[src/rtl/serial_mag_comp.sv]
// -----------------------------------------------------------------------------
// serial_mag_comp
//
// Bit-serial unsigned magnitude comparator. Two WIDTH-bit operands arrive one
// bit pair per accepted cycle, MSB first. The first differing pair fixes the
// outcome; eq/gt/lt are presented with a one-cycle done pulse and then held
// until the next accepted start or reset.
//
// Optional feature (compile-time macro):
//   SERIAL_COMP_EARLY_DONE_EN - finish as soon as the first differing pair is
//   consumed instead of always waiting for all WIDTH pairs. Equal operands
//   still take WIDTH pairs.
//
// Ports:
//   clk        in   clock, rising edge
//   rst        in   synchronous, active-high reset
//   start      in   begin a new comparison (also aborts one in progress)
//   bit_valid  in   a_bit/b_bit hold a valid pair this cycle
//   a_bit      in   operand A bit, MSB first
//   b_bit      in   operand B bit, MSB first
//   busy       out  comparison in progress, accepting bits
//   done       out  one-cycle pulse, result valid from this cycle
//   eq/gt/lt   out  result flags (unsigned), one-hot at done
//   bit_cnt    out  bit pairs consumed in the current comparison
// -----------------------------------------------------------------------------
module serial_mag_comp #(
  parameter int WIDTH = 8
) (
  input  logic                         clk,
  input  logic                         rst,
  input  logic                         start,
  input  logic                         bit_valid,
  input  logic                         a_bit,
  input  logic                         b_bit,
  output logic                         busy,
  output logic                         done,
  output logic                         eq,
  output logic                         gt,
  output logic                         lt,
  output logic [$clog2(WIDTH+1)-1:0]   bit_cnt
);

  localparam int                CNT_W   = $clog2(WIDTH + 1);
  localparam logic [CNT_W-1:0]  CNT_MAX = CNT_W'(WIDTH);

  typedef enum logic [1:0] {
    S_IDLE,
    S_COMPARE,
    S_DONE
  } state_t;

  state_t state, state_nxt;

  logic decided;   // a differing pair has been seen in this word
  logic gt_int;    // decision taken at that pair
  logic lt_int;
  logic consume;   // a bit pair is accepted at the coming edge
  logic word_end;  // COMPARE has gathered enough to report

  // A start always wins: it aborts a word in progress and discards any pair
  // presented alongside it. Once WIDTH pairs are in, extra pairs are dropped so
  // bit_cnt saturates.
`ifdef SERIAL_COMP_EARLY_DONE_EN
  assign consume  = (state == S_COMPARE) && !start && bit_valid &&
                    (bit_cnt != CNT_MAX) && !decided;
  assign word_end = (bit_cnt == CNT_MAX) || decided;
`else
  assign consume  = (state == S_COMPARE) && !start && bit_valid &&
                    (bit_cnt != CNT_MAX);
  assign word_end = (bit_cnt == CNT_MAX);
`endif

  // ---------------------------------------------------------------------------
  // State register
  // ---------------------------------------------------------------------------
  // NOTE: clocked state uses non-blocking assignments so every register samples
  // the pre-edge values of the others, independent of block ordering.
  always_ff @(posedge clk) begin
    if (rst) state <= S_IDLE;
    else     state <= state_nxt;
  end

  // ---------------------------------------------------------------------------
  // Next-state logic
  // ---------------------------------------------------------------------------
  // NOTE: state_nxt gets a default before any branch so no path leaves it
  // unassigned, which would otherwise infer a latch.
  always_comb begin
    state_nxt = state;
    if (start) begin
      state_nxt = S_COMPARE;
    end else begin
      unique case (state)
        S_IDLE:    state_nxt = S_IDLE;
        S_COMPARE: state_nxt = word_end ? S_DONE : S_COMPARE;
        S_DONE:    state_nxt = S_IDLE;
        default:   state_nxt = S_IDLE;
      endcase
    end
  end

  // ---------------------------------------------------------------------------
  // Output decode
  // ---------------------------------------------------------------------------
  always_comb begin
    busy = 1'b0;
    done = 1'b0;
    unique case (state)
      S_COMPARE: busy = 1'b1;
      S_DONE:    done = 1'b1;
      default:   ;
    endcase
  end

  // ---------------------------------------------------------------------------
  // Datapath: pair counter, decision flags, held result
  // ---------------------------------------------------------------------------
  always_ff @(posedge clk) begin
    if (rst) begin
      bit_cnt <= '0;
      decided <= 1'b0;
      gt_int  <= 1'b0;
      lt_int  <= 1'b0;
      eq      <= 1'b0;
      gt      <= 1'b0;
      lt      <= 1'b0;
    end else if (start) begin
      bit_cnt <= '0;
      decided <= 1'b0;
      gt_int  <= 1'b0;
      lt_int  <= 1'b0;
      eq      <= 1'b0;
      gt      <= 1'b0;
      lt      <= 1'b0;
    end else begin
      if (consume) begin
        bit_cnt <= bit_cnt + CNT_W'(1);
        // MSB-first: the first differing pair decides; later pairs are ignored.
        if (!decided && (a_bit != b_bit)) begin
          decided <= 1'b1;
          gt_int  <= a_bit & ~b_bit;
          lt_int  <= ~a_bit & b_bit;
        end
      end
      // Result is latched on the edge entering DONE and held afterwards.
      if ((state == S_COMPARE) && word_end) begin
        eq <= ~decided;
        gt <= gt_int;
        lt <= lt_int;
      end
    end
  end

endmodule

[config.mk]
export PLATFORM = sky130hd
export DESIGN_NAME = serial_mag_comp
export DESIGN_NICKNAME = d
export VERILOG_FILES = /design/src/rtl/serial_mag_comp.sv
export SDC_FILE = /design/constraint.sdc
export NUM_CORES = 1
export LEC_CHECK = 0
export ABC_AREA = 1
export CORE_MARGIN = 2
export CORE_UTILIZATION = 25
export CTS_CLUSTER_SIZE = 12
export DETAILED_ROUTE_END_ITERATION = 10
export PLACE_DENSITY = 0.51
export SETUP_SLACK_MARGIN = 0.15
export SYNTH_ARGS = -nofsm -noshare
export SYNTH_HDL_FRONTEND = slang
export SYNTH_SLANG_ARGS = --single-unit
[constraint.sdc]
create_clock -name clk -period 1.4 [get_ports clk]
set_clock_uncertainty 0.15 [all_clocks]
set_input_delay 0.14 -clock clk [delete_from_list [all_inputs] [get_ports clk]]
set_output_delay 0.14 -clock clk [all_outputs]
set_load 0.005 [all_outputs]
# Word level (Yosys, flattened, before mapping)
# Index checks and enable logic that the tools add are counted.
# totals
regBits,12
inputBits,6
output_inout_bits,9
wordCells,36
# op_classes
n_addsub,1
n_eq_ne,5
muxes,5
bitwise,6
reduce_logical,10
# ops
operator,count
$logic_and A1 B1 Y1,5
$add A4 B1 Y4 const B,1
$eq A4 B4 Y1 const B,1
$mux W1,4
$ne A4 B4 Y1 const B,1
$not A1 Y1,4
$reduce_or A3 Y1,1
$and A1 B1 Y1,2
$eq A2 B1 Y1 const B,1
$eq A2 B2 Y1 const B,1
$logic_not A1 Y1,2
$mux W2,1
$reduce_and A2 Y1,1
$reduce_or A2 Y1,1
$ne A1 B1 Y1,1

# Logic depth before layout (Yosys ltp)
# Gate-level depths: netlist of run 1.
# depth
ltp_word,5
depth_mapped,7
depth_no_buf,7

# Worst setup path after synthesis of run 1
# OpenSTA, ideal clock, no wires.
# synth_path
kind,register to register
from,register bit_cnt[0]
to,register bit_cnt[2]
setup_ns,0.070
t_arrival_ns,1.124
required_ns,1.180
setup_slack_ns,0.057
stages_incl_launch_ff,8
path_buffers,0
period_less_slack_ns,1.343
path_cell_list,dfxtp_1 > inv_1 > ha_1 > nand3_4 > nand3_4 > clkinv_2 > nand2_1 > a21oi_1
# synth_between
elab_chain_cells,2
elab_cells_between_ends,3
cone_classes,add/sub (1); eq/ne (1); reduce/logical (1)
# synth_rtl
item,line,text
start: declaration,40,output logic [$clog2(WIDTH+1)-1:0] bit_cnt
start signal: assignment,137,bit_cnt <= bit_cnt + CNT_W'(1);
"parallel branches: the longest is 2 deep, another holds $add A4 B1 Y4",n/a,
# Parallel ways; which one is timed is not known.
# A chain may end at the register's enable or synchronous reset.

# Worst setup path after layout of run 1
# layout_path
from,register bit_cnt[2]
to,register gt
# layout_between
elab_chain_cells,2
# layout_rtl
item,line,text
$eq A4 B4 Y1,70,assign word_end = (bit_cnt == CNT_MAX);
$logic_and A1 B1 Y1,146,if ((state == S_COMPARE) && word_end) begin
end signal: assignment,148,gt <= gt_int;
end: declaration,38,"output logic gt,"
# Every way passes these cells.

==> run metrics, run 1 <==
status=complete, no violations; CP startpoint kind=flop; Slew HR=a little over four fifths; Sink Count=12; Synth area leaders=dfxtp_1 (40%), nand2_1 (9.3%), ha_1 (8.3%); Die Area=~2800 um2; die width=53.1 um; register area share after synthesis=about two fifths; Detail Placement HPWL=878 um; DRT iter0 DRCs=1; initial antenna violation count=0; Critical Path End Type=flop; total track usage=around 11%; Max Buffers Root-to-Sink=2; #FFs+latches synth=12; Worst Path Arrival=approximately 1.4 ns; share of layout cells above drive strength 1=between 40 and 50%; largest net degree at the start of global routing=7; Core Rows=17; vias in the first global route=541; Peak Freq=773 MHz; mean area per synthesized cell=between 8 and 9 um2; TritonCTS buffer count=3; Post-synth top cells=nand2_1 (15), dfxtp_1 (12), inv_1 (12); EDFF count, synth=0; post-layout util=between 40% and 50%; global-route wire length before repair=between 2000 and 2500 um; clock latency on the worst-skew pair=around 0.27 ns; Initial Util=between 20% and 30%; GRT overflow=0; # port buffers=14; Placer Congestion=0.770; min Tclk post-route=1.29 ns; chip height=53.1 um; Antenna Cells=0; WL final=between 1000 and 1500 um; crit share post-route=between 90% and 100%; Reg clk slew, reported paths=about 0.080 ns; vias=between 500 and 600; Root Buffer=clkbuf_4; Antenna Nets Post-Route=0; synthesized netlist cell count=75; dpl cells=122; maximum vdd ir drop=around 0.45 mV; fillers=244; core area=2250 um2; cell taking the most area after synthesis=dfxtp_1; Netlist cell types=17; hold crit path type=input pin to flop; fin cells=132; Setup violations, final=0; top-count cell post-synth=nand2_1; Post-Layout Inst Area=975 um2; nets=116; Worst EP required=1.45 ns; max_cap viols=0; Post-synth top flop=dfxtp_1; post-DR vias/cell=between 4 and 5; Post-synth ARST share=0%; num ports=15; H-tree depth=1; CTS tree=done; wire per inst=9.58 um; RSZ-0062 raised after global routing=true; area of the multi-input gates=approximately 380 um2; YS warnings=0; Slew @ Worst Pin=0.246 ns; P_leak=approximately 0.43 nW; Seq. cell area=256 um2; DRC=0; Synth Net Count=85; Pins Over Slew Limit=0; Cell Area, Synth=603 um2; pwr/cell area=between 600 and 700 nW/um2; Placed Area=a little over 800 um2; Setup Crit Path Kind=flop to flop; synthesis-to-finish area growth=61.6%; Final Hold Fails=0; Yosys top cell area share=39.8%; First-pass DRT Iterations=3; CP max FO=6
==> final timing paths <==
path / from / endpoint / slack (ns) / cells after the start
max: bit_cnt[2]$_SDFFE_PP0P_ / gt$_SDFFE_PP0P_ / 0.11 / 6
min reg2reg: gt_int$_SDFFE_PP0P_ / gt$_SDFFE_PP0P_ / 0.33 / 2
max reg2reg: bit_cnt[2]$_SDFFE_PP0P_ / gt$_SDFFE_PP0P_ / 0.11 / 6
min: b_bit / lt_int$_SDFFE_PP0P_ / 0.23 / 4
==> cell families (layout without fill, tap and decap cells) <==
kind of cell	after synthesis	after routing	synth area share (%)
buf+inv	14	43	8.92
fa+ha+maj	4	4	8.30
xor+xnor	1	1	1.45
compound gates	12	12	9.96
flops	12	12	39.8
simple gates	32	32	31.5
==> area by class of cell <==
type | count | share of cell area (%)
sequential | 12 | 26.3
multi-input combinational | 49 | 39.2
clock buffer | 3 | 2.31
timing repair buffer | 26 | 22.2
tap | 28 | 3.59
inverter | 14 | 6.42
==> what timing repair did <==
item / CTS / global route
pin swaps: 8 / 7
setup endpoints to repair: 19 / 14
gates resized for setup: 30 / 20
buffers inserted: 5 / 2
hold buffers: 0 / 0
==> where the power goes <==
part,internal [mW],switching (mW)
registers,0.339,0.00222
clock network,0.0995,0.112
logic,0.0403,0.0410
total,0.479,0.156
==> flip-flops by register name, summed over array words and instances, names as in the netlist <==
name,count
eq,1
bit_cnt,4
decided,1
lt,1
lt_int,1
state,2
gt_int,1
gt,1
==> per-layer routing <==
layer / track usage, % / routed length [um] / up-vias
met2: 17.3 / 594 / 11
met3: 4.52 / 58 / 2
met1: 13.2 / 597 / 249
met4: 3.85 / 14 / 0
met5: 0 / 0 / -
li1: - / - / 295
==> through the flow <==
| step | setup WS (ns) | hold slack [ns] | setup TNS (ns) | total power [mW] |
|---|---|---|---|---|
| 2_1_floorplan | 0.163 | 0.0624 | 0 | 0.390 |
| 3_3_place_gp | -0.258 | 0.302 | -0.955 | 0.427 |
| 3_5_place_dp | -0.280 | 0.304 | -0.981 | 0.428 |
| 4_1_cts | 0.140 | 0.220 | 0 | 0.641 |
| 5_1_grt | 0.0262 | 0.287 | 0 | 0.668 |
| 6_report | 0.106 | 0.230 | 0 | 0.635 |
==> placed cells by master (no fill, tap or decap), types with 2 or more instances in the layout <==
cell type        count
nand2_2              3
nor2_2               3
ha_4                 2
dfxtp_1              5
clkbuf_2             2
clkdlybuf4s50_1      3
buf_6                3
a21oi_1              5
nor2_1               6
nand3_4              2
dlygate4sd2_1        8
inv_1               10
a21oi_2              4
nand2_1             11
dfxtp_4              3
inv_4                2
nor2_4               2
clkbuf_4             3
buf_4                9
dfxtp_2              4
o21ai_2              2
ha_1                 2
==> critical path: stages (launching register included) <==
cell and delay [ns]:
dfxtp_4 0.35, buf_6 0.13, inv_4 0.05, nand3_4 0.12
nor2_4 0.22, o21ai_1 0.10, a21oi_1 0.11
Note: power is estimated with default switching activity, not from simulation.
==> inputs of run 2 (changes only) <==
CTS_BUF_LIST = sky130_fd_sc_hd__clkbuf_8 sky130_fd_sc_hd__clkbuf_16   (was default)
==> run metrics, run 2 (synthesis gave the netlist of run 1 again) <==
Reg clk slew, reported paths=0.05 ns (-0.03 ns); most frequent CP cell=nand3_4; registers with the most flip-flops=bit_cnt x4, state x2; worst path cell trace=inv_4 -> ha_4 -> nand3_4 -> nand3_4 -> clkinv_4 -> nand2_1 -> a21oi_1; CTS tree=done; Pins Over Slew Limit=0 (unchanged); Die Area=2820 um2 (unchanged); # port buffers=14 (unchanged); num ports=15 (unchanged); Largest register FFs=4 (unchanged); Post-Layout Inst Area=956 um2 (-1.9%); vias in the first global route=526 (-2.8%); status=complete, no violations; min Tclk post-route=1.25 ns (-0.0448 ns); Antenna Nets Post-Route=0 (unchanged); nets=113 (-2.6%); fillers=244 (unchanged); Root Buffer=clkbuf_8; CP startpoint kind=flop; synthesis-to-finish area growth=58.5%; clock latency on the worst-skew pair=0.24 ns (-0.03 ns); Critical Path End Type=flop; Final WS setup=0.151 ns (+0.0448 ns); Tot Pwr=0.733 mW (+15%); Biggest register=bit_cnt; core area=2250 um2 (unchanged); post-DR vias/cell=4.19 (-0.61%); CP max-delay cell=dfxtp_4; most common cell after layout, fill and taps aside=nand2_1; P_leak=0.414 nW (-4.4%); Core Rows=17 (unchanged); Setup violations, final=0 (unchanged); CP max FO=5 (-1); GRT overflow=0 (unchanged); initial antenna violation count=0 (unchanged); Detail Placement HPWL=878 um (unchanged); Initial Util=26.7% (unchanged); CP peak stage delay=0.36 ns (about the same); hold crit path type=input pin to flop; First-pass DRT Iterations=3 (unchanged); Hold Worst Slack=0.265 ns (+0.0353 ns); total track usage=10.9% (-0.059 points); crit share post-route=89.2% (-3.2 points); wire per inst=9.33 um (-2.7%); chip height=53.1 um (unchanged); hold buffers post-CTS=0 (unchanged); largest net degree at the start of global routing=7 (unchanged); global-route wire length before repair=2170 um (-2.5%); H-tree depth=1 (unchanged); TritonCTS buffer count=3 (unchanged); Worst EP required=1.37 ns (-0.08 ns); share of layout cells above drive strength 1=37.6% (-10 points); max_cap viols=0 (unchanged); Place WS=-0.280 ns (unchanged); Peak Freq=801 MHz (+3.6%); pwr/cell area=766 nW/um2 (+18%); Antenna Cells=0 (unchanged); RSZ-0062 raised after global routing=true; DRC=0 (unchanged); die width=53.1 um (unchanged); Buf+Inv Stages, Crit Path=2 (unchanged); Setup Total Neg Slack=0 ns (unchanged); DRT iter0 DRCs=4 (+3); Placed Area=821 um2 (unchanged); Sink Count=12 (unchanged); Crit path max-delay family=flip-flops; commonest cells after routing, fill and taps aside=nand2_1 (11), inv_1 (10), a21oi_1 (7), dlygate4sd2_1 (7); Placer Congestion=0.770 (unchanged); Slew HR=84.8% (+1.2 points); maximum vdd ir drop=0.424 mV (-5.4%); vias=541 (-2.9%); Max Buffers Root-to-Sink=2 (unchanged); Setup Crit Path Kind=flop to flop; Slew @ Worst Pin=0.228 ns (-0.0176 ns); WL final=1200 um (-4.9%); Worst Path Arrival=1.22 ns (-0.13 ns); Final Hold Fails=0 (unchanged)
run 2: changes by cell type in the layout (fill, tap and decap cells not counted), moves of 2 or more:
cell             previous run  this run
buf_4                       9         5
o21ai_1                     1         3
clkbuf_8                    0         3
a21oi_1                     5         7
a21oi_2                     4         2
clkbuf_4                    3         0
o21ai_2                     2         0
clkdlybuf4s15_1             0         3
run 2: timing repair:
action | 4_1_cts | 5_1_grt
endpoints found under the setup margin | 19 | 13
buffers inserted | 3 | 1
gates resized for setup | 26 | 13
gates cloned | 0 | 0
pin swaps | 6 | 1
run 2: area by class of cell:
class | instances | area [um2] | share of cell area (%)
Timing Repair Buffer | 23 | 218 | 22.8
Tap cell | 28 | 35.0 | 3.66
Sequential cell | 12 | 255 | 26.7
Clock buffer | 3 | 41.3 | 4.32
Inverter | 14 | 60.1 | 6.28
Multi-Input combinational cell | 49 | 347 | 36.3
run 2: worst paths after layout:
check / depth (start not counted) / from / slack (ns) / endpoint
max: 7 / bit_cnt[1]$_SDFFE_PP0P_ / 0.15 / bit_cnt[2]$_SDFFE_PP0P_
min: 4 / b_bit / 0.27 / lt_int$_SDFFE_PP0P_
max reg2reg: 7 / bit_cnt[1]$_SDFFE_PP0P_ / 0.15 / bit_cnt[2]$_SDFFE_PP0P_
min reg2reg: 2 / lt_int$_SDFFE_PP0P_ / 0.33 / lt$_SDFFE_PP0P_
run 2: through the flow:
| stage | instances | util, % |
|---|---|---|
| after floorplan | 75 | - |
| after global placement | 122 | 36.4 |
| after detailed placement | 122 | 36.4 |
| after CTS | 128 | 40.7 |
| after global routing | 129 | 42.4 |
| final | 129 | 42.4 |
run 2: power breakdown:
group          leakage [nW]  switching, mW  internal [mW]
registers             0.101        0.00221          0.340
logic                 0.292         0.0401         0.0380
clock network        0.0216          0.123          0.189
run 2: metal layers:
| layer | global-route usage, % | wire length (um) | vias to the layer above |
|---|---|---|---|
| met2 | 16.7 | 558 | 12 |
| met4 | 5.13 | 19 | 0 |
| li1 | - | - | 291 |
| met1 | 13.0 | 560 | 236 |
| met3 | 4.52 | 65 | 2 |
| met5 | 0 | 0 | - |
run 2: worst min-delay path: stages:
cell and delay (ns):
dlygate4sd2_1 0.22, ha_1 0.14, nor2_1 0.04, nor2_1 0.08
==> inputs of run 3 (changes only) <==
ABC_AREA = default   (was 1)
CTS_CLUSTER_DIAMETER = 100   (was default)
SKIP_CTS_REPAIR_TIMING = 1   (was default)
==> run metrics, run 3 <==
status=finished, violations left; failing checks=negative setup slack; Critical Path End Type=flop; FF-to-FF setup slack=-0.24 ns (-0.39 ns); Crit Reg-Reg Startpoint=bit_cnt[0]$_SDFFE_PP0P_; Setup violations, final=8 (+8); core area=2210 um2 (-1.9%); Pins Over Slew Limit=0 (unchanged); Worst EP required=1.38 ns (about the same); Biggest register=bit_cnt; Cell Area, Synth=584 um2 (-3.1%); Synth area leaders=dfxtp_1 (41%), ha_1 (8.6%), a21oi_1 (6.9%); Reg clk slew, reported paths=0.05 ns (about the same); # port buffers=14 (unchanged); Yosys top cell area share=41.1% (+1.3 points); CTS tree=done; synthesized netlist cell count=66 (-12%); RSZ-0062 raised after global routing=true; Sink Count=12 (unchanged); wire per inst=12.0 um (+29%); Worst Path Arrival=1.62 ns (+0.40 ns); Setup Crit Path Kind=flop to flop; top-count cell post-synth=dfxtp_1; hold crit path type=input pin to flop; CP startpoint kind=flop; Core Rows=17 (unchanged); EDFF count, synth=0 (unchanged); YS warnings=0 (unchanged); register area share after synthesis=41.1% (+1.3 points); most common cell after layout, fill and taps aside=buf_4; Post-synth top cells=dfxtp_1 (12), a21oi_1 (8), inv_1 (6), o21ai_0 (6), nand3_1 (5); First-pass DRT Iterations=4 (+1); Antenna Nets Post-Route=0 (unchanged); registers with the most flip-flops=bit_cnt x4, state x2; Post-synth ARST share=0% (unchanged); clock latency on the worst-skew pair=0.24 ns (about the same); Slew @ Worst Pin=0.253 ns (+0.0253 ns); crit share post-route=117% (+28 points); Worst Hold End=lt_int$_SDFFE_PP0P_; Final Hold Fails=0 (unchanged); min Tclk post-route=1.64 ns (+0.392 ns); Final WS setup=-0.241 ns (-0.392 ns); die width=52.3 um (-1.4%); DRC=0 (unchanged); Synth Net Count=76 (-11%); Die Area=2740 um2 (-2.9%); H-tree depth=1 (unchanged); share of layout cells above drive strength 1=49.0% (+11 points); maximum vdd ir drop=0.397 mV (-6.4%); nets=114 (+0.88%); CP max FO=3 (-2); Placer Congestion=0.719 (-6.7%); cell taking the most area after synthesis=dfxtp_1; Slew HR=82.9% (-1.9 points); Post-synth top flop=dfxtp_1; P_leak=0.547 nW (+32%); DRT iter0 DRCs=4 (unchanged); reg-to-reg endpoint=gt_int$_SDFFE_PP0P_; Antenna Cells=0 (unchanged); post-DR vias/cell=4.52 (+7.9%); initial antenna violation count=0 (unchanged); vias=588 (+8.7%); Root Buffer=clkbuf_8; Max Buffers Root-to-Sink=2 (unchanged); Peak Freq=610 MHz (-24%); vias in the first global route=598 (+14%); Initial Util=26.4% (-0.33 points); mean area per synthesized cell=8.85 um2 (+10%); #FFs+latches synth=12 (unchanged); total track usage=12.5% (+1.6 points); HP Start=a_bit; Post-Layout Inst Area=1050 um2 (+9.6%); WL final=1560 um (+30%); pwr/cell area=722 nW/um2 (-5.7%); Largest register FFs=4 (unchanged); worst reg2reg path depth=5 (-2); Detail Placement HPWL=1060 um (+21%); post-layout util=47.3% (+4.9 points); TritonCTS buffer count=3 (unchanged); fin cells=130 (+0.78%); Placed Area=887 um2 (+8.1%); synthesis-to-finish area growth=79.2%; hold path depth=5 (+1); dpl cells=123 (+0.82%); chip height=52.3 um (-1.4%); commonest cells after routing, fill and taps aside=buf_4 (15), dlymetal6s2s_1 (8), dfxtp_1 (7); largest net degree at the start of global routing=9 (+2); max_cap viols=0 (unchanged); Netlist cell types=24 (+7); global-route wire length before repair=2480 um (+14%); GRT overflow=0 (unchanged); num ports=15 (unchanged)
[run 3: worst max path at each step]
stage | from | to | slack [ns] | cells past startpoint
finish | bit_cnt[0]$_SDFFE_PP0P_ | gt_int$_SDFFE_PP0P_ | -0.24 | 5
detailed placement | a_bit | gt_int$_SDFFE_PP0P_ | -0.48 | 5
global placement | a_bit | gt_int$_SDFFE_PP0P_ | -0.44 | 5
global route | bit_cnt[0]$_SDFFE_PP0P_ | gt_int$_SDFFE_PP0P_ | -0.29 | 5
CTS | state[1]$_SDFF_PP0_ | busy | -0.31 | 4
floorplan | bit_cnt[0]$_SDFFE_PP0P_ | gt_int$_SDFFE_PP0P_ | -0.33 | 6
[run 3: area by class of cell]
class / instances / area [um2]
Clock buffer: 3 / 41.3
Fill cell: 226 / 1160
Inverter: 6 / 22.5
Multi-Input combinational cell: 46 / 369
Sequential cell: 12 / 249
Tap cell: 28 / 35.0
Timing Repair Buffer: 35 / 330
[run 3: worst max-delay path, cell delays in order (launching register included)]
cell     delay [ns]
dfxtp_2        0.33
inv_2          0.05
ha_4           0.15
and3b_2        0.21
or4_4          0.50
mux2i_1        0.14
[run 3: per-stage QoR]
step                      power [mW]  hold slack (ns)  TNS, ns  setup slack (ns)
after detailed placement       0.430            0.309    -2.29            -0.482
after global placement         0.430            0.305    -2.23            -0.442
final                          0.757            0.237    -1.01            -0.241
after global routing           0.790            0.312    -1.54            -0.285
after floorplan                0.382           0.0624    -1.01            -0.333
after CTS                      0.747            0.317    -1.93            -0.305
[run 3: per-layer routing]
metal	global-route usage (%)	wire (um)
met3	3.71	77
met1	15.8	718
met2	18.8	765
met4	6.84	0
met5	0	0
[run 3: cell families (layout without fill, tap and decap cells)]
logic type                 after synthesis  count (layout)  share of synthesized area [%]
muxes                                    2               2                           3.43
buffers and inverters                    8              44                           6.42
AOI/OAI and AO/OA                       16              16                           14.6
DFF                                     12              12                           41.1
adders and majority gates                4               4                           8.57
and+or+nand+nor                         24              24                           25.9
[run 3: power by group]
part / total [mW] / switching (mW) / internal, mW
logic: 0.0936 / 0.0385 / 0.0551
registers: 0.348 / 0.00330 / 0.345
clock network: 0.315 / 0.125 / 0.189
total: 0.757 / 0.167 / 0.589
